`src/rtl/demux_pkg.sv`:
```
`default_nettype none
// ----------------------------------------------------------------------------
// demux_pkg : shared constants and state type for the capture bank  (rev 1.0)
// ----------------------------------------------------------------------------
package demux_pkg;

  localparam int NUM_CH     = 4;
  localparam int SEL_W      = 2;
  localparam int CW_DEFAULT = 4;

  typedef enum logic [1:0] {
    IDLE   = 2'd0,
    RUN    = 2'd1,
    FROZEN = 2'd2,
    ERROR  = 2'd3
  } cap_state_t;

endpackage
`default_nettype wire

```
`src/rtl/channel_cell.sv`:
```
`default_nettype none
// ----------------------------------------------------------------------------
// channel_cell : one holding bit plus a saturating write counter     (rev 1.0)
// ----------------------------------------------------------------------------
module channel_cell
  import demux_pkg::*;
#(
  parameter int CW = CW_DEFAULT
) (
  input  logic          clk,
  input  logic          wr_en,
  input  logic          d,
  input  logic          clr,
  output logic          q,
  output logic [CW-1:0] count
);

  logic          q_q, q_d;
  logic [CW-1:0] count_q, count_d;

  always_comb begin
    q_d     = q_q;
    count_d = count_q;
    if (clr) begin
      q_d     = 1'b0;
      count_d = '0;
    end else if (wr_en) begin
      q_d = d;
      // Saturate at all-ones rather than wrapping.
      if (count_q != {CW{1'b1}}) begin
        count_d = count_q + CW'(1);
      end
    end
  end

  always_ff @(posedge clk) begin
    q_q     <= q_d;
    count_q <= count_d;
  end

  assign q     = q_q;
  assign count = count_q;

endmodule
`default_nettype wire

```
`src/rtl/demux_capture_bank.sv`:
```
`default_nettype none
// ----------------------------------------------------------------------------
// demux_capture_bank : routed-line capture with run/freeze/error FSM (rev 1.0)
// ----------------------------------------------------------------------------
module demux_capture_bank
  import demux_pkg::*;
#(
  parameter int CW = CW_DEFAULT
) (
  input  logic              clk,
  input  logic              reset,
  input  logic              enable,
  input  logic              freeze,
  input  logic              clear,
  input  logic              valid_in,
  input  logic [SEL_W-1:0]  sel,
  input  logic [NUM_CH-1:0] y,
  input  logic [SEL_W-1:0]  rd_sel,
  output logic [NUM_CH-1:0] q,
  output logic [CW-1:0]     rd_count,
  output logic              active,
  output logic              frozen,
  output logic              err
);

  cap_state_t        state_q, state_d;
  logic              err_q, err_d;
  logic [NUM_CH-1:0] sel_oh;
  logic              violation;
  logic              wr_ok;
  logic              clr_all;
  logic [NUM_CH-1:0] wr_en;
  logic [CW-1:0]     count_w [NUM_CH];

  assign clr_all = reset | clear;

  // Any asserted line other than the selected one means the demux misrouted.
  always_comb begin
    sel_oh      = '0;
    sel_oh[sel] = 1'b1;
    violation   = |(y & ~sel_oh);
    wr_ok       = (state_q == RUN) && valid_in && !violation && !clr_all;
    wr_en       = wr_ok ? sel_oh : '0;
  end

  always_comb begin
    state_d = state_q;
    err_d   = err_q;
    if (clr_all) begin
      state_d = IDLE;
      err_d   = 1'b0;
    end else begin
      case (state_q)
        IDLE: begin
          if (enable) state_d = RUN;
        end
        RUN: begin
          if (valid_in && violation) begin
            state_d = ERROR;
            err_d   = 1'b1;
          end else if (!enable) begin
            state_d = IDLE;
          end else if (freeze) begin
            state_d = FROZEN;
          end
        end
        FROZEN: begin
          if (!enable)      state_d = IDLE;
          else if (!freeze) state_d = RUN;
        end
        ERROR: begin
          state_d = ERROR;
          err_d   = 1'b1;
        end
        default: state_d = IDLE;
      endcase
    end
  end

  always_ff @(posedge clk) begin
    if (reset) begin
      state_q <= IDLE;
      err_q   <= 1'b0;
    end else begin
      state_q <= state_d;
      err_q   <= err_d;
    end
  end

  generate
    for (genvar k = 0; k < NUM_CH; k++) begin : g_ch
      channel_cell #(.CW(CW)) u_cell (
        .clk   (clk),
        .wr_en (wr_en[k]),
        .d     (y[k]),
        .clr   (clr_all),
        .q     (q[k]),
        .count (count_w[k])
      );
    end
  endgenerate

  assign rd_count = count_w[rd_sel];
  assign active   = (state_q == RUN);
  assign frozen   = (state_q == FROZEN);
  assign err      = err_q;

endmodule
`default_nettype wire

```
`config.mk`:
```
export PLATFORM = sky130hd
export DESIGN_NAME = demux_capture_bank
export DESIGN_NICKNAME = d
export VERILOG_FILES = /design/src/rtl/demux_pkg.sv /design/src/rtl/channel_cell.sv /design/src/rtl/demux_capture_bank.sv
export SDC_FILE = /design/constraint.sdc
export NUM_CORES = 1
export LEC_CHECK = 0
export ABC_AREA = 1
export ABC_CLOCK_PERIOD_IN_PS = 4000
export CAP_MARGIN = 30
export CELL_PAD_IN_SITES_DETAIL_PLACEMENT = 0
export CELL_PAD_IN_SITES_GLOBAL_PLACEMENT = 1
export CORE_MARGIN = 5
export CORE_UTILIZATION = 41
export CTS_BUF_LIST = sky130_fd_sc_hd__clkbuf_8
export DETAILED_ROUTE_END_ITERATION = 8
export PLACE_DENSITY = 0.95
export SETUP_SLACK_MARGIN = 0.02
export SLEW_MARGIN = 10
export SYNTH_ARGS = -nofsm -noshare
export SYNTH_HDL_FRONTEND = slang
export SYNTH_SLANG_ARGS = --single-unit
export TNS_END_PERCENT = 1
```
`constraint.sdc`:
```
create_clock -name clk -period 4 [get_ports clk]
set_input_delay 0.6 -clock clk [delete_from_list [all_inputs] [get_ports clk]]
set_output_delay 0.6 -clock clk [all_outputs]
set_load 0.02 [all_outputs]
```
==> After elaboration in Yosys (flattened, before gate mapping) <==
Cells that the tools add are included.
{ "word_totals": {"reg_bits": 23, "input_bits": 14, "output_inout_bits": 11, "elab_cells": 64} }
{ "classes": {"add_sub_neg": 4, "magnitude_cmp": 3, "n_eq_ne": 11, "n_mux": 15, "bitwise_logic": 4, "reduce_logical": 17} }
{ "ops": {"columns": ["cell", "count"], "rows": [
  ["4-bit by 1-bit adder with 4-bit output (second input constant)", 4],
  ["4-bit != test (second input constant)", 4],
  ["2-bit two-way mux", 6],
  ["4-bit two-way mux", 3],
  ["2-bit AND reduction", 5],
  ["4-bit binary-select mux with 2-bit select", 1],
  ["2-bit case mux with 4 select lines", 1],
  ["1-bit logical AND", 5],
  ["4-bit AND", 1],
  ["2-bit == test (second input constant)", 2],
  ["4-bit by 3-bit != test with 1-bit output (second input constant)", 1],
  ["4-bit NOT", 1],
  ["4-bit OR reduction", 1],
  ["3-bit greater-or-equal comparator (second input constant)", 1],
  ["2-bit by 3-bit less-than comparator with 1-bit output (second input constant)", 1],
  ["3-bit != test (second input constant)", 1],
  ["2-bit NOT with 3-bit output", 1],
  ["3-bit AND reduction", 1],
  ["1-bit demux with 2-bit select", 1],
  ["2-bit by 1-bit == test with 1-bit output (second input constant)", 1],
  ["2-bit by 1-bit greater-or-equal comparator with 1-bit output (second input constant)", 1],
  ["1-bit zero test", 2],
  ["2-bit zero test", 1],
  ["1-bit two-way mux", 2],
  ["other kinds (6)", 6]
]} }

==> Depth between registers and ports, before layout <==
Gate-level depths: netlist of the first run.
{ "depth": {"word_depth": 12, "ltp_mapped": 10, "depth_no_buf": 10} }

==> Modules after synthesis <==
From an unflattened synthesis of the first run, not the netlist that was laid out.
{ "unflattened": {"cells_unflattened": 205, "hier_area_um2": 1305.0} }
{ "by_module_without_submodules": {"columns": ["module", "instances", "cells_per_inst", "area_each_um2", "seq_area_each_um2"], "rows": [
  ["channel_cell", 4, 33, 235.2, 100.1],
  ["demux_capture_bank", 1, 73, 364.1, 60.1]
]} }

==> Least setup slack after synthesis of the first run <==
No wires, ideal clock.
{ "synth_timing": {"path_kind": "input -> output", "start": "in rd_sel[0]", "end": "out rd_count[0]", "t_arrival_ns": 1.317, "required_ns": 3.400, "setup_slack_ns": 2.083, "cell_stages": 4, "path_buffers": 0, "cell_sequence": "clkinv_1 -> o21ai_0 -> a21oi_1 -> a21oi_1"} }
{ "synth_via": {"elab_chain_len": 4} }
{ "synth_rtl": {"columns": ["element", "line_no", "source"], "rows": [
  ["start: declaration", "demux_capture_bank.sv:18", "input logic [SEL_W-1:0] rd_sel,"],
  ["2-bit NOT with 3-bit output (implied by the code)", "demux_capture_bank.sv:103", "assign rd_count = count_w[rd_sel];"],
  ["4-bit binary-select mux with 2-bit select", "demux_capture_bank.sv:103", null],
  ["4-bit two-way mux (implied by the code) (2 in a row)", "demux_capture_bank.sv:103", null],
  ["end: declaration", "demux_capture_bank.sv:20", "output logic [CW-1:0] rd_count,"]
]} }
No other way between the ends. The select of a mux whose other input is x is not followed.

==> Worst setup path in the final report of the first run <==
{ "layout_timing": {"start": "in rd_sel[0]", "end": "out rd_count[2]"} }
The elaborated chain is that of the path after synthesis.

==> flow_summary.ini, run 1 <==
[logic_synthesis]
syn-num-nets = 220
synth_compound_area_share_pct = 20.1
ys_seq_area_share_pct = 33.3
synth_cells = 202
yosys-mux-area-fraction_pct = 0
synth_ff_type = dfxtp_1
synth_area_um2 = 1380
synthAdderAreaFrac_pct = 3.62
synthXorXnorAreaFrac_pct = 2.53
synth-simple-area-share_pct = 27.5
synth-edff-count = 0
synth_top_family_by_area = simple AND/OR/NAND/NOR gates
ys_ff_latch = 23
synthArstFlopShare_pct = 0
yosysWarnings = 0
syn_avg_cell_area_um2 = 6.85
synth.distinct_cells = 27

[clock_tree]
cts_buffers = 3
clockRootBuffer = clkbuf_8
cts_resized = 0
cts_hold_buf = 0
cts_setup_buffers = 0
clk_pin_slew_ns = 0.08
clock_sinks = 23
clock_path_buffers = 2
clock_latency_ns = 0.26
cts_max_level = 1
cts_tree = built

[global_route]
grt_max_degree = 16
globalRouteTotalUtil_pct = 13.9
antenna_found_initial = 0
grt_pass1_wl_mm = 5.04
grt_pass1_vias = 1137
grt_overflow_total = 0

[placement]
port-buffer-count = 24
dp_hpwl_mm = 2.27
place.gp.congestion = 0.813
post-place-ws_ns = 0.976

[route]
drtPass1Iterations = 4
drtAntennaViolNets = 0
vias = 1280
drc_errors = 0
wl_per_cell_um = 10.9
vias_per_cell = 4.74
drt_iter0_drc = 84
drt_wl_total_mm = 2.94

[outcome]
status = finished, final reports clean

[setup_path]
crit_start = rd_sel[0]
worstSetupEndpoint = rd_count[2]
ff2ff_setup_slack_ns = 2.36
cpPeakStageDelay_ns = 0.62
r2r_end = g_ch[1].u_cell.count[2]$_SDFFE_PP0P_
crit_slowest_cell = clkdlybuf4s50_1
worstRegToRegCells = 6
cp-start-kind = primary input
critPathCaptureType = output port
cp_cell_sequence = clkdlybuf4s50_1 > clkinv_1 > o21ai_0 > a21oi_1 > a21oi_1 > clkdlybuf4s50_1
path_max_fanout = 10
r2r-start = state_q[1]$_SDFFE_PP0P_
cp.required_ns = 3.40
crit_type = in -> out
critical_path_arrival_ns = 2.46

[final_layout]
fillers = 360
multiInputGateArea_um2 = 743
synthToLayoutAreaGrowth_pct = 21.6
fin_nets = 243
drive_gt1_share_pct = 6.70
antennaDiodeCount = 0
regArea_um2 = 460

[timing]
fmax_ghz = 0.327
period_share_pct = 76.4
fin_ws_ns = 0.942
hold_viol = 0
clock_skew_ns = 0.00573
drv_slew = 0
fin_crit_ns = 3.06
fin_setup_tns_ns = 0
relSlewSlack_pct = 69.1
setup_violations = 0
tightest_slew_ns = 0.462
rsz0062_at_grt = false

[floorplanning]
start_util_pct = 41.8
die_w_um = 68.1
coreArea_um2 = 3310
die_h_um = 68.1
dieArea_um2 = 4640
core.rowCount = 21
ios = 25

[pwr]
power.density_nw_per_um2 = 257
power_w = 0.000433
irDropWorstVdd_v = 0.000124
p_leak_nw = 0.660

[worst_hold_path]
hold_class = reg -> reg

[job]
cap_violations = 0
==> through the flow <==
step	util, %	instance area [um^2]	hold WS [ns]	instances
2_1_floorplan	-	1380	0.423	202
3_3_place_gp	49.4	1640	0.433	266
3_5_place_dp	49.4	1640	0.440	266
4_1_cts	50.8	1680	0.454	270
5_1_grt	50.8	1680	0.477	270
6_report	50.8	1680	0.450	270
==> how the worst min path moves through the flow <==
stage / start / depth (start not counted) / endpoint
after floorplan: g_ch[0].u_cell.q$_SDFFE_PP0P_ / 2 / g_ch[0].u_cell.q$_SDFFE_PP0P_
after global placement: g_ch[0].u_cell.q$_SDFFE_PP0P_ / 2 / g_ch[0].u_cell.q$_SDFFE_PP0P_
after detailed placement: g_ch[2].u_cell.q$_SDFFE_PP0P_ / 2 / g_ch[2].u_cell.q$_SDFFE_PP0P_
after CTS: g_ch[2].u_cell.q$_SDFFE_PP0P_ / 2 / g_ch[2].u_cell.q$_SDFFE_PP0P_
after global routing: g_ch[3].u_cell.q$_SDFFE_PP0P_ / 2 / g_ch[3].u_cell.q$_SDFFE_PP0P_
final: g_ch[2].u_cell.q$_SDFFE_PP0P_ / 2 / g_ch[2].u_cell.q$_SDFFE_PP0P_
==> final cells by class <==
cell class,count,area share [%]
multi-input cells,137,44.2
flip-flops and latches,23,27.4
repair buffers,24,14.3
inverters,36,8.03
well taps,46,3.42
clock buffers,3,2.45
clock inverters,1,0.297
==> cells in the final DEF, fill, tap and decap left out, types with 4 or more instances in the layout <==
| master | instances |
|---|---|
| nand2_1 | 43 |
| inv_1 | 34 |
| a21oi_1 | 25 |
| clkdlybuf4s50_1 | 24 |
| dfxtp_1 | 23 |
| o21ai_0 | 17 |
| nor2_1 | 16 |
| nand3_1 | 8 |
| o21ai_1 | 4 |
| ha_1 | 4 |
==> flip-flops by register name (all words and copies together), names as in the netlist <==
name	flops
err	1
state_q	2
g_ch.u_cell.count	16
g_ch.u_cell.q	4
==> worst max-delay path: cells and delay by family <==
family                 cells  cell delay [ns]
buffers and inverters      3             1.46
AO/OA/AOI/OAI              3             0.40
==> power by group <==
group          internal [W]  switching [W]
clock network     0.0000695      0.0000741
registers          0.000230    0.000000694
logic             0.0000260      0.0000331
total              0.000325       0.000108
==> per-layer routing <==
metal	vias to the layer above	wire (um)	global-route usage (%)
met3	2	147	1.97
li1	690	-	-
met4	0	11	4.47
met1	553	1540	20.0
met5	-	0	0
met2	35	1230	21.2
==> kinds of logic (layout without fill, tap and decap cells) <==
| group | Yosys count | after routing |
|---|---|---|
| DFF | 23 | 23 |
| xor gates and xnor gates | 4 | 4 |
| adders and majority gates | 4 | 4 |
| and+or+nand+nor | 77 | 77 |
| buffers and inverters | 42 | 64 |
| AOI/OAI and AO/OA | 52 | 52 |
==> synth_stat cells (2+ instances only) <==
library cell | count | area, um^2
nor2_4 | 2 | 22.5
ha_1 | 4 | 50.1
nand2_1 | 43 | 161
a21oi_2 | 2 | 17.5
nor2_1 | 16 | 60.1
o21ai_0 | 17 | 85.1
dfxtp_1 | 23 | 460
xnor2_1 | 3 | 26.3
o2111ai_1 | 2 | 17.5
nand3_1 | 8 | 40.0
inv_1 | 34 | 128
buf_4 | 4 | 30.0
nand3_2 | 2 | 20.0
o22ai_1 | 2 | 12.5
a21oi_1 | 25 | 125
o21ai_1 | 4 | 20.0
No activity file was read; power rests on OpenSTA's default activity.
==> inputs of run 2 (changes only) <==
- ABC_CLOCK_PERIOD_IN_PS: 4000 -> 2900
- CORE_UTILIZATION: 41 -> 38
- PLACE_DENSITY: 0.95 -> 0.9
- clock period: 4 -> 2.9 ns (I/O delays scaled with it)
==> run 2 against run 1 <==
Compared with the run above: clock skew grew 0.0021 ns; global-route usage is 1.2 points lower; cell area up 1.9%; count of clock-buffer cells in the layout did not move; register-to-register slack worse by 1.1 ns; critical path depth unchanged; total power up 41%; clock power up 43%; cell count grew 1.9%; largest cell class unchanged.
==> flow_summary.ini, run 2 (synthesis results as in run 1) <==
[worst_hold_path]
hold_class = reg -> reg
hp-start = g_ch[3].u_cell.q$_SDFFE_PP0P_
worstHoldEndpoint = g_ch[3].u_cell.q$_SDFFE_PP0P_
hold_depth = 2

[job]
cap_violations = 0

[timing]
period_share_pct = 83.2
fin_setup_tns_ns = 0
drv_slew = 0
rsz0062_at_grt = false
holdWs_ns = 0.446
tightest_slew_ns = 0.468
fin_ws_ns = 0.486
fin_crit_ns = 2.41
relSlewSlack_pct = 68.7
setup_violations = 0
fmax_ghz = 0.414
hold_viol = 0
clock_skew_ns = 0.00781

[route]
vias_per_cell = 4.74
wl_per_cell_um = 10.9
drt_wl_total_mm = 2.99
drt_iter0_drc = 74
drtPass1Iterations = 4
drc_errors = 0
drtAntennaViolNets = 0
vias = 1303

[clock_tree]
cts_buffers = 3
clk_pin_slew_ns = 0.08
clock_latency_ns = 0.27
cts_hold_buf = 0
clock_path_buffers = 2
clockRootBuffer = clkbuf_8
clock_sinks = 23
cts_max_level = 1
cts_tree = built

[outcome]
status = finished, final reports clean

[pwr]
pwr-share-comb_pct = 14.0
power.density_nw_per_um2 = 355
p_leak_nw = 0.682
pwr-share-seq_pct = 52.2
p_int_w = 0.000451
p_sw_share_pct = 25.9
clkPwrFrac_pct = 33.8
p_sw_w = 0.000157
irDropWorstVdd_v = 0.000134

[final_layout]
fin_nets = 246
fillers = 372
drive_gt1_share_pct = 8.37
synthToLayoutAreaGrowth_pct = 23.9
final_cell_mix = nand2_1 (43), inv_1 (34), a21oi_1 (25)
largest_reg_flops = 16
antennaDiodeCount = 0
layout_commonest_cell = nand2_1

[placement]
dp_hpwl_mm = 2.34
port-buffer-count = 24
post-place-ws_ns = 0.183
place.gp.congestion = 0.783

[floorplanning]
die_h_um = 70.3
die_w_um = 70.3
core.rowCount = 22
coreArea_um2 = 3610
start_util_pct = 38.4
dieArea_um2 = 4950
ios = 25

[setup_path]
cp-start-kind = primary input
r2r-start = state_q[1]$_SDFFE_PP0P_
path_max_fanout = 6
critPathCaptureType = output port
ff2ff_setup_slack_ns = 1.29
r2r_end = g_ch[0].u_cell.count[2]$_SDFFE_PP0P_
critical_path_arrival_ns = 1.98
worstRegToRegCells = 8
cp.required_ns = 2.47
crit_type = in -> out

[global_route]
grt_overflow_total = 0
grt_pass1_vias = 1195
grt_max_degree = 16
grt_pass1_wl_mm = 5.18
antenna_found_initial = 0
globalRouteTotalUtil_pct = 12.7
## run 2: power by group through the flow
stage	Clock, W	Sequential (W)	Combinational, W
2_1_floorplan	0	0.000326	0.0000452
3_3_place_gp	0	0.000325	0.0000830
3_5_place_dp	0	0.000325	0.0000830
4_1_cts	0.000215	0.000318	0.0000835
5_1_grt	0.000230	0.000319	0.0000940
6_report	0.000206	0.000318	0.0000852
## run 2: worst max path at each step
stage | slack (ns) | startpoint | to | cells after the start
2_1_floorplan | 1.24 | clear | g_ch[2].u_cell.count[3]$_SDFFE_PP0P_ | 8
3_3_place_gp | 0.23 | rd_sel[0] | rd_count[0] | 6
3_5_place_dp | 0.18 | rd_sel[0] | rd_count[0] | 6
4_1_cts | 0.17 | rd_sel[0] | rd_count[2] | 6
5_1_grt | 0.36 | rd_sel[1] | rd_count[2] | 6
6_report | 0.49 | rd_sel[1] | rd_count[2] | 6
## run 2: area by class of cell
class	count	area [um^2]	share of cell area (%)
timing repair buffer	27	265	15.5
clock buffer	3	41.3	2.41
inverter	36	139	8.10
multi-input combinational	137	743	43.4
clock inverter	1	5.00	0.292
tap	48	60.1	3.50
sequential	23	460	26.9
## run 2: worst max-delay path: stages
cell,delay (ns)
clkdlybuf4s50_1,0.51
inv_1,0.11
o21ai_0,0.11
a21oi_1,0.06
a21oi_1,0.12
clkdlybuf4s50_1,0.62
## run 2: layer usage
layer / routed length, um / GRT usage [%] / part of all wire, %
met1: 1420 / 15.4 / 48
met4: 57 / 5.74 / 1.9
met3: 63 / 1.87 / 2.1
met5: 0 / 0 / 0
met2: 1450 / 21.9 / 48
## run 2: through the flow
stage	std cells	cell area [um^2]	utilization (%)	power, W
2_1_floorplan	202	1380	-	0.000371
3_3_place_gp	269	1650	45.7	0.000408
3_5_place_dp	269	1650	45.7	0.000409
4_1_cts	273	1690	46.9	0.000617
5_1_grt	275	1710	47.5	0.000643
6_report	275	1710	47.5	0.000609
## run 2: repair_timing
action	CTS	global route
setup endpoints to repair	0	2
gates resized for setup	0	2
buffers inserted	0	2
==> inputs of run 3 (changes only) <==
- ABC_CLOCK_PERIOD_IN_PS: 2900 -> 2300
- clock period: 2.9 -> 2.3 ns (I/O delays scaled with it)
==> run 3 against run 2 <==
Compared with the run above: die area unchanged; count of clock-buffer cells in the layout unchanged; hold slack improved by 0.0031 ns; register-to-register slack worse by 0.61 ns; worst setup slack lost 0.18 ns; critical endpoint is now rd_count[0]; utilization is the same; cell count unchanged; via count is 0.54% lower; first-iteration DRC count decreased by 27%; cell area unchanged; clock skew increased by 0.0038 ns; flip-flop and latch count did not move.
==> flow_summary.ini, run 3 (synthesis results as in run 1) <==
[outcome]
status = finished, final reports clean

[pwr]
irDropWorstVdd_v = 0.000210
p_leak_nw = 0.720
power.density_nw_per_um2 = 448
p_sw_w = 0.000200
p_int_w = 0.000568
pwr-share-comb_pct = 13.7
clkPwrFrac_pct = 34.1
p_sw_share_pct = 26.0
pwr-share-seq_pct = 52.2

[setup_path]
ff2ff_setup_slack_ns = 0.68
critical_path_arrival_ns = 1.65
crit_slowest_cell = clkdlybuf4s50_1
worstRegToRegCells = 6
crit_type = in -> out
r2r_end = g_ch[3].u_cell.count[2]$_SDFFE_PP0P_
cpPeakStageDelay_ns = 0.48
cp_cell_sequence = clkdlybuf4s50_1 > clkinv_1 > o21ai_0 > a21oi_1 > a21oi_1 > dlygate4sd2_1
path_max_fanout = 5
r2r-start = state_q[1]$_SDFFE_PP0P_
crit_top_cell = a21oi_1
critPathCaptureType = output port
cp.required_ns = 1.96
cp-start-kind = primary input

[clock_tree]
cts_max_level = 1
clock_latency_ns = 0.27
cts_buffers = 3
clock_sinks = 23
clk_pin_slew_ns = 0.08
clockRootBuffer = clkbuf_8
cts_tree = built
clock_path_buffers = 2
cts_hold_buf = 0

[floorplanning]
dieArea_um2 = 4950
die_h_um = 70.3
start_util_pct = 38.4
ios = 25
die_w_um = 70.3
core.rowCount = 22
coreArea_um2 = 3610

[timing]
fin_crit_ns = 1.99
rsz0062_at_grt = false
fin_setup_tns_ns = 0
relSlewSlack_pct = 69.0
clock_skew_ns = 0.0116
hold_viol = 0
period_share_pct = 86.7
fmax_ghz = 0.502
setup_violations = 0
drv_slew = 0
tightest_slew_ns = 0.464

[global_route]
grt_max_degree = 16
grt_overflow_total = 0
antenna_found_initial = 0
globalRouteTotalUtil_pct = 12.3
grt_pass1_wl_mm = 4.93
grt_pass1_vias = 1145

[route]
drtAntennaViolNets = 0
m1WireLength_mm = 1.43
drt_iter0_drc = 54
drt_wl_total_mm = 2.94
met2_length_mm = 1.37
wl_per_cell_um = 10.7
drc_errors = 0
topRoutingLayerUsed = met4
vias = 1296
vias_per_cell = 4.71
wl_met3_um = 97
drtPass1Iterations = 4

[final_layout]
synthToLayoutAreaGrowth_pct = 23.9
antennaDiodeCount = 0
largest_reg_flops = 16
layout_commonest_cell = nand2_1
final_cells = 275
fillers = 378
final_cell_mix = nand2_1 (43), inv_1 (34), a21oi_1 (25)
fin_nets = 246
drive_gt1_share_pct = 7.93

[worst_hold_path]
worstHoldEndpoint = g_ch[3].u_cell.q$_SDFFE_PP0P_
hp-start = g_ch[3].u_cell.q$_SDFFE_PP0P_
hold_class = reg -> reg
hold_depth = 2

[placement]
dpl.cell_count = 271
place.gp.congestion = 0.777
port-buffer-count = 24
dp_hpwl_mm = 2.30

[job]
cap_violations = 0
run 3: changes by cell type in the layout (fill, tap and decap cells not counted), sizes merged:
cell,delta
clkinvlp,-1
clkinv,+1
clkdlybuf4s50,-3
dlymetal6s2s,+2
dlygate4sd2,+1
run 3: what timing repair did:
item                       CTS  global route
buffers inserted             0             0
cloned                       0             0
pin swaps                    0             0
gates resized for setup      1             3
setup endpoints to repair    2             3
run 3: stage by stage:
stage          cell area (um^2)  hold slack (ns)  total power [W]  setup WS [ns]  utilization (%)
6_report                   1710            0.449         0.000768          0.306             47.5
5_1_grt                    1710            0.467         0.000804          0.234             47.5
4_1_cts                    1710            0.452         0.000776         0.0184             47.3
3_5_place_dp               1660            0.438         0.000517         0.0234             46.1
3_3_place_gp               1660            0.433         0.000517         0.0493             46.1
2_1_floorplan              1380            0.423         0.000468          0.726                -
run 3: metal layers:
metal  vias to the layer above  global-route usage, %
met5                         -                      0
met4                         0                   5.11
met3                         4                   2.59
met2                        20                   20.3
met1                       574                   15.3
li1                        698                      -
run 3: worst max-delay path: cells and delay by family:
family	cells	cell delay (ns)
buffers and inverters	3	0.94
AO/OA/AOI/OAI	3	0.37
run 3: final cells by class:
| type | instances | area (um^2) | share of cell area [%] |
|---|---|---|---|
| Inverter | 36 | 135 | 7.88 |
| Timing Repair Buffer | 27 | 269 | 15.7 |
| Multi-Input combinational cell | 137 | 743 | 43.4 |
| Tap cell | 48 | 60.1 | 3.50 |
| Clock buffer | 3 | 41.3 | 2.41 |
| Sequential cell | 23 | 460 | 26.9 |
| Clock inverter | 1 | 5.00 | 0.292 |
run 3: worst max-delay path by stage:
stage,startpoint,endpoint,slack (ns),cells after the start
global route,rd_sel[0],rd_count[0],0.23,6
detailed placement,rd_sel[0],rd_count[2],0.02,6
global placement,rd_sel[0],rd_count[0],0.05,6
CTS,rd_sel[0],rd_count[2],0.02,6
floorplan,clear,g_ch[2].u_cell.count[3]$_SDFFE_PP0P_,0.73,8
finish,rd_sel[0],rd_count[0],0.31,6
run 3: power groups by stage:
stage	clock network (W)	registers, W	logic (W)
CTS	0.000269	0.000401	0.000107
global placement	0	0.000410	0.000107
floorplan	0	0.000411	0.0000570
finish	0.000262	0.000401	0.000105
detailed placement	0	0.000410	0.000107
global route	0.000286	0.000401	0.000116
